$ cat src/rtl/mem_access_stage.sv
// MEM stage: takes the instruction held in EXE/MEM, runs the data-memory
// load/store over a req/gnt/rvalid bus and registers the write-back result
// into the MEM/WB boundary. ALU-only instructions pass through in one cycle;
// memory instructions hold the upstream stages via mem_stall until done.
module mem_access_stage #(
    parameter logic CHECK_ALIGN = 1'b1
) (
    input  logic        clk,
    input  logic        rst,
    input  logic        in_valid,
    input  logic        DataMemWE,
    input  logic        WriteDataSrc,
    input  logic        RegWE,
    input  logic [4:0]  WriteReg,
    input  logic [31:0] ALURes,
    input  logic [31:0] Reg2DataOut,
    output logic        mem_stall,
    output logic        dmem_req,
    output logic        dmem_we,
    output logic [31:0] dmem_addr,
    output logic [31:0] dmem_wdata,
    input  logic        dmem_gnt,
    input  logic        dmem_rvalid,
    input  logic [31:0] dmem_rdata,
    output logic        wb_valid,
    output logic        RegWE_out,
    output logic [4:0]  WriteReg_out,
    output logic [31:0] WriteData_out,
    output logic        misalign_err
);

    typedef enum logic [1:0] {IDLE, REQ, RESP} state_t;

    // Operands captured at accept; only the word address is kept since the
    // bus is word-addressed and the byte offset has already been checked.
    typedef struct packed {
        logic        isStore;
        logic        regWe;
        logic [4:0]  writeReg;
        logic [29:0] wordAddr;
        logic [31:0] wdata;
    } memOp_t;

    state_t state, stateNext;
    memOp_t op;

    logic accept;
    logic isMem;
    logic misaligned;

    assign accept     = (state == IDLE) && in_valid;
    assign isMem      = DataMemWE | WriteDataSrc;
    assign misaligned = CHECK_ALIGN && (ALURes[1:0] != 2'b00);

    assign mem_stall  = (state != IDLE);
    assign dmem_req   = (state == REQ);
    assign dmem_we    = op.isStore;
    assign dmem_addr  = {op.wordAddr, 2'b00};
    assign dmem_wdata = op.wdata;

    // Next-state logic: only aligned memory ops leave IDLE; stores skip RESP.
    always_comb begin
        stateNext = state;
        case (state)
            IDLE: if (accept && isMem && !misaligned) stateNext = REQ;
            REQ:  if (dmem_gnt) stateNext = op.isStore ? IDLE : RESP;
            RESP: if (dmem_rvalid) stateNext = IDLE;
            default: stateNext = IDLE;
        endcase
    end

    // State register; reset abandons any outstanding bus transaction.
    always_ff @(posedge clk) begin
        if (!rst) state <= IDLE;
        else      state <= stateNext;
    end

    // Operand latch. A store with WriteDataSrc also set stays a store and
    // never writes the register file.
    always_ff @(posedge clk) begin
        if (!rst) begin
            op <= '0;
        end else if (accept) begin
            op.isStore  <= DataMemWE;
            op.regWe    <= RegWE & ~DataMemWE;
            op.writeReg <= WriteReg;
            op.wordAddr <= ALURes[31:2];
            op.wdata    <= Reg2DataOut;
        end
    end

    // MEM/WB boundary: wb_valid, RegWE_out and misalign_err are single-cycle
    // pulses; the register index and data hold between completions.
    always_ff @(posedge clk) begin
        if (!rst) begin
            wb_valid      <= 1'b0;
            RegWE_out     <= 1'b0;
            misalign_err  <= 1'b0;
            WriteReg_out  <= '0;
            WriteData_out <= '0;
        end else begin
            wb_valid     <= 1'b0;
            RegWE_out    <= 1'b0;
            misalign_err <= 1'b0;
            case (state)
                IDLE: begin
                    if (accept && !isMem) begin
                        wb_valid      <= 1'b1;
                        RegWE_out     <= RegWE;
                        WriteReg_out  <= WriteReg;
                        WriteData_out <= ALURes;
                    end else if (accept && misaligned) begin
                        wb_valid     <= 1'b1;
                        misalign_err <= 1'b1;
                        WriteReg_out <= WriteReg;
                    end
                end
                REQ: begin
                    if (dmem_gnt && op.isStore) begin
                        wb_valid     <= 1'b1;
                        WriteReg_out <= op.writeReg;
                    end
                end
                RESP: begin
                    if (dmem_rvalid) begin
                        wb_valid      <= 1'b1;
                        RegWE_out     <= op.regWe;
                        WriteReg_out  <= op.writeReg;
                        WriteData_out <= dmem_rdata;
                    end
                end
                default: ;
            endcase
        end
    end

endmodule

$ cat config.mk
export PLATFORM = sky130hd
export DESIGN_NAME = mem_access_stage
export DESIGN_NICKNAME = d
export VERILOG_FILES = /design/src/rtl/mem_access_stage.sv
export SDC_FILE = /design/constraint.sdc
export NUM_CORES = 1
export LEC_CHECK = 0
export ABC_AREA = 1
export BUFFER_PORTS_ARGS = -buffer_cell sky130_fd_sc_hd__buf_4
export CORE_MARGIN = 2
export CORE_UTILIZATION = 30
export CTS_CLUSTER_SIZE = 16
export DETAILED_ROUTE_END_ITERATION = 10
export PLACE_DENSITY_LB_ADDON = 0.2
export SKIP_CTS_REPAIR_TIMING = 1
export SYNTH_ARGS = -nofsm -noshare
export SYNTH_HDL_FRONTEND = slang
export SYNTH_SLANG_ARGS = --single-unit
$ cat constraint.sdc
create_clock -name clk -period 2.5 [get_ports clk]
set_clock_uncertainty 0.2 [all_clocks]
set_input_delay 0.5 -clock clk [delete_from_list [all_inputs] [get_ports clk]]
set_output_delay 0.5 -clock clk [all_outputs]
set_load 0.02 [all_outputs]
# After elaboration in Yosys (flattened, before gate mapping)
# Cells that the tools add are included.
# classes
eq_ne	8
reduce_logical	17
mux	21
n_bitwise	5
# op_table
op	n
2-to-1 mux 32 bit	2
case mux 32 bit (2 select lines)	1
2-to-1 mux 5 bit	4
case mux 5 bit (3 select lines)	1
2-to-1 mux 2 bit	4
!= test 2 x 1 -> 1 bit (second input constant)	4
logical AND 1 bit	6
2-to-1 mux 1 bit	6
case mux 2 bit (3 select lines)	1
AND reduction 3 bit	2
nonzero test 2 bit	3
AND reduction 4 bit	1
!= test 3 x 1 -> 1 bit (second input constant)	1
inverter 1 bit	3
case mux 1 bit (3 select lines)	1
nonzero test 3 bit	1
OR reduction 3 bit	1
== test 2 x 1 -> 1 bit (second input constant)	1
== test 2 bit (second input constant)	1
logical NOT 1 bit	2
logical NOT 2 bit	1
!= test 2 bit (second input constant)	1
case mux 1 bit (2 select lines)	1
AND 1 bit	1
bitwise OR 1 bit	1
# totals
word_cells	62
ff_bits	111
output_inout_bits	107

# Depth between registers and ports, before layout
# depth
word_depth	6
ltp_mapped	10
mapped_depth_nobuf	10

# Worst setup path after synthesis
# No wires, ideal clock.
# synth_path
kind	flip-flop to flip-flop
start	register state[0]
end	register WriteData_out[10]
path_stages_with_launch	10
t_arrival_ns	1.593
setup_time_ns	0.115
period_less_slack_ns	1.908
t_required_ns	2.185
setup_slack_ns	0.592
cell_sequence	dfxtp_1 inv_1 ha_1 buf_2 nand2_1 clkbuf_1 clkbuf_1 nand3_1 nand2_1 nor2_1
# synth_via
elab_chain_len	5
word_cells_on_any_way	9
cone_classes	eq/ne (3); mux (1); reduce/logical (5)
# synth_rtl
item	line	rtl
start, declared	44	state_t state, stateNext;
start signal, assigned	75	else state <= stateNext;
logical NOT 2 bit	51, 105	
logical AND 1 bit	51	assign accept = (state == IDLE) && in_valid;
logical AND 1 bit	107	if (accept && !isMem) begin
!= test 2 x 1 -> 1 bit (no source line)	--	
AND reduction 3 bit (no source line)	--	
end signal, assigned	111	WriteData_out <= ALURes;
end signal, assigned	129	WriteData_out <= dmem_rdata;
end, declared	28	output logic [31:0] WriteData_out,
# Parallel ways exist; a longest one is shown, timed or not.
# A chain may end at the register's enable or synchronous reset.

# Worst setup path after layout
# layout_path
start	register state[0]
end	register WriteReg_out[2]
# layout_via
elab_chain_len	5
word_cells_on_any_way	13
cone_classes	eq/ne (5); mux (2); reduce/logical (6)
# layout_rtl
item	line	rtl
logical NOT 2 bit	51, 105	
logical AND 1 bit	51	
logical AND 1 bit, on equally long branches	107, 112	
!= test 3 x 1 -> 1 bit (no source line) or 2-to-1 mux 5 bit (tied branches)	--	
AND reduction 4 bit (no source line) or case mux 5 bit (3 select lines) (tied branches)	--	
end signal, assigned	110	WriteReg_out <= WriteReg;
end signal, assigned	115	WriteReg_out <= WriteReg;
end signal, assigned	121	WriteReg_out <= op.writeReg;
end, declared	27	output logic [4:0] WriteReg_out,
# Parallel ways exist; a longest one is shown, timed or not.

==> key figures <==
Clock network
  – CTS clk-pin slew, worst paths: 0.07 ns
  – CTS tree: yes
  – CTS Root Cell: clkbuf_16
  – CTS sink count: 111
  – CTS buffer count: 9
  – H-tree lvl count: 3
  – CTS Buffer Depth: 2
  – Worst-Skew Late Latency: approximately 0.35 ns

Finish
  – Antenna Cells: 0
  – Nets: 948
  – Fraction of final layout cells sized beyond drive strength 1: 0.293
  – Most common cell after layout, fill and taps aside: buf_4
  – Non-Filler Instances: 1057
  – Layout Utilization: 0.406
  – Commonest non-fill, non-tap cells in the layout: buf_4, nor2_1, dfxtp_1, nand2_1, o21ai_0
  – Area growth syn-to-layout: 31.1%

GRT
  – Total grt overflow: 0
  – Initial antenna violation count: 0
  – Vias in the first global route: 4523
  – Total track usage: 0.164
  – First-pass GRT wire length: 23.5 mm
  – Largest net degree at the start of global routing: 71

Place
  – Post-Place Cells: 1042
  – Buffers on Ports: 213
  – Final GP Congestion: ~0.75
  – DP Wirelength: 10.4 mm

Detailed routing
  – DR vias/cell: 4.43
  – Vias: 4687
  – Per-cell routed wire length: around 14 um
  – Total routed wirelength: 15.1 mm
  – Total iterations of the first detailed-routing run: 4
  – Antenna Nets Post-Route: 0
  – Residual DRC: 0
  – Initial detailed-routing violation count: 209

Hold path
  – Cells on Worst Hold Path: 3
  – Hold crit path type: input pin to register

Timing
  – Fmax: 447 MHz
  – Rel. slew slack: 0.576
  – Fin Setup TNS: 0 ns
  – Worst hold margin: just under 0.2 ns
  – Worst-Margin Slew: approximately 0.63 ns
  – Final period util: 0.895
  – RSZ-0062 raised after global routing: false
  – Final Max Slew Viols: 0
  – Minimum clock period: between 2 and 2.5 ns
  – Setup violators final: 0
  – Hold Vio Cnt, Final: 0

Worst setup path
  – Worst endpoint required time: 2.55 ns
  – CP startpoint: state[0]
  – Worst Path Arrival: 2.29 ns
  – R2r worst-path depth: 9
  – CP endpoint: WriteReg_out[2]
  – Critical setup path kind: register to register
  – Reg2reg end: WriteReg_out[2]
  – Reg2Reg Setup Slack: 0.26 ns
  – Worst setup SP type: register
  – Worst R2R Start: state[0]
  – CP endpoint kind: register
  – Crit path max fanout: 16

Synth
  – Post-synthesis register bit count: 111
  – Seq/Total Area, Yosys: 0.430
  – Post-synthesis cell area: 5170 um2
  – Syn avg cell area: 7.31 um2
  – Mapped Cells: 707
  – Unique masters post-synth: 23
  – Ys Warns: 0

Floorplanning
  – Chip width: about 140 um
  – Die area: approximately 18000 um2
  – I/O pin cnt: ~220
  – Core area: 16700 um2
  – Rows: 47
  – Die height: about 140 um
  – Starting density of the core: 0.309

Pwr
  – Worst vdd ir: 0.407 mV
  – Total Power: 7.68 mW
  – Leak pwr: 3.17 nW
  – PwrDens: between 1000 and 1500 nW/um2

Run
  – MaxCap Viol Count: 0

Outcome
  – Status: complete, no violations
through the flow:
| stage | setup slack [ns] | cell area, um2 |
|---|---|---|
| final | 0.263 | 6780 |
| after global routing | 0.0883 | 6780 |
| after CTS | 0.276 | 6780 |
| after detailed placement | 0.288 | 6480 |
| after global placement | 0.378 | 6480 |
| after floorplan | 0.592 | 5170 |
where the power goes:
group          switching [mW]  leakage, nW  internal [mW]  total (mW)
sequential              0.243        0.916           2.25        2.49
clock                   0.648        0.145          0.826        1.47
combinational            2.30         2.11           1.42        3.72
cell type report:
class / instances / area [um2]
Inverter: 16 / 60.1
Sequential cell: 111 / 2220
Tap cell: 220 / 275
Timing Repair Buffer: 224 / 1730
Fill cell: 1815 / 9930
Clock inverter: 3 / 42.5
Multi-Input combinational cell: 471 / 2190
Clock buffer: 12 / 256
worst min-delay path by stage:
stage	start	to	slack [ns]
2_1_floorplan	op[67]	op[67]	0.24
3_3_place_gp	WriteData_out[23]	WriteData_out[23]	0.26
3_5_place_dp	op[67]	op[67]	0.26
4_1_cts	Reg2DataOut[3]	dmem_wdata[3]	0.18
5_1_grt	Reg2DataOut[3]	dmem_wdata[3]	0.19
6_report	Reg2DataOut[3]	dmem_wdata[3]	0.20
logic make-up (layout without fill, tap and decap cells):
family	count (synthesis)	after routing	share of synthesized area
and+or+nand+nor	315	315	0.243
adders and majority gates	6	6	0.0145
other	1	2	0.000726
AOI/OAI and AO/OA	148	148	0.164
DFF	111	111	0.430
buffers and inverters	126	255	0.148
worst max-delay path: stages, from the launching register on:
cell and delay (ns):
dfxtp_1 0.38, inv_1 0.11, ha_1 0.23, buf_4 0.20, nand2_2 0.11, o21ai_0 0.11
nor2_1 0.51, nand3_1 0.16, nand2_1 0.09, nor2_1 0.04
registers in the layout (all words and copies together) (netlist names):
signal         cells
dmem_wdata        32
wb_valid           1
misalign_err       1
op                 6
WriteData_out     32
dmem_we            1
WriteReg_out       5
state              2
dmem_addr         30
RegWE_out          1
cells in the mapped netlist (all sizes together):
cell type	number	area share
nand3	43	0.043
a21oi	40	0.039
nand4	1	0.0012
a31oi	1	0.0012
buf	81	0.12
or2	1	0.0012
inv	16	0.012
ha	6	0.015
clkbuf	29	0.021
nand2	91	0.068
nor2	179	0.13
conb	1	0.00073
a21boi	37	0.054
dfxtp	111	0.43
o21ai	70	0.070
routing by layer:
| layer | share of wire | vias up | track usage |
|---|---|---|---|
| li1 | - | 2458 | - |
| met1 | 0.47 | 2088 | 0.213 |
| met2 | 0.45 | 127 | 0.263 |
| met3 | 0.066 | 14 | 0.0441 |
| met4 | 0.015 | 0 | 0.0538 |
| met5 | 0 | - | 0 |
Note: power is estimated with default switching activity, not from simulation.
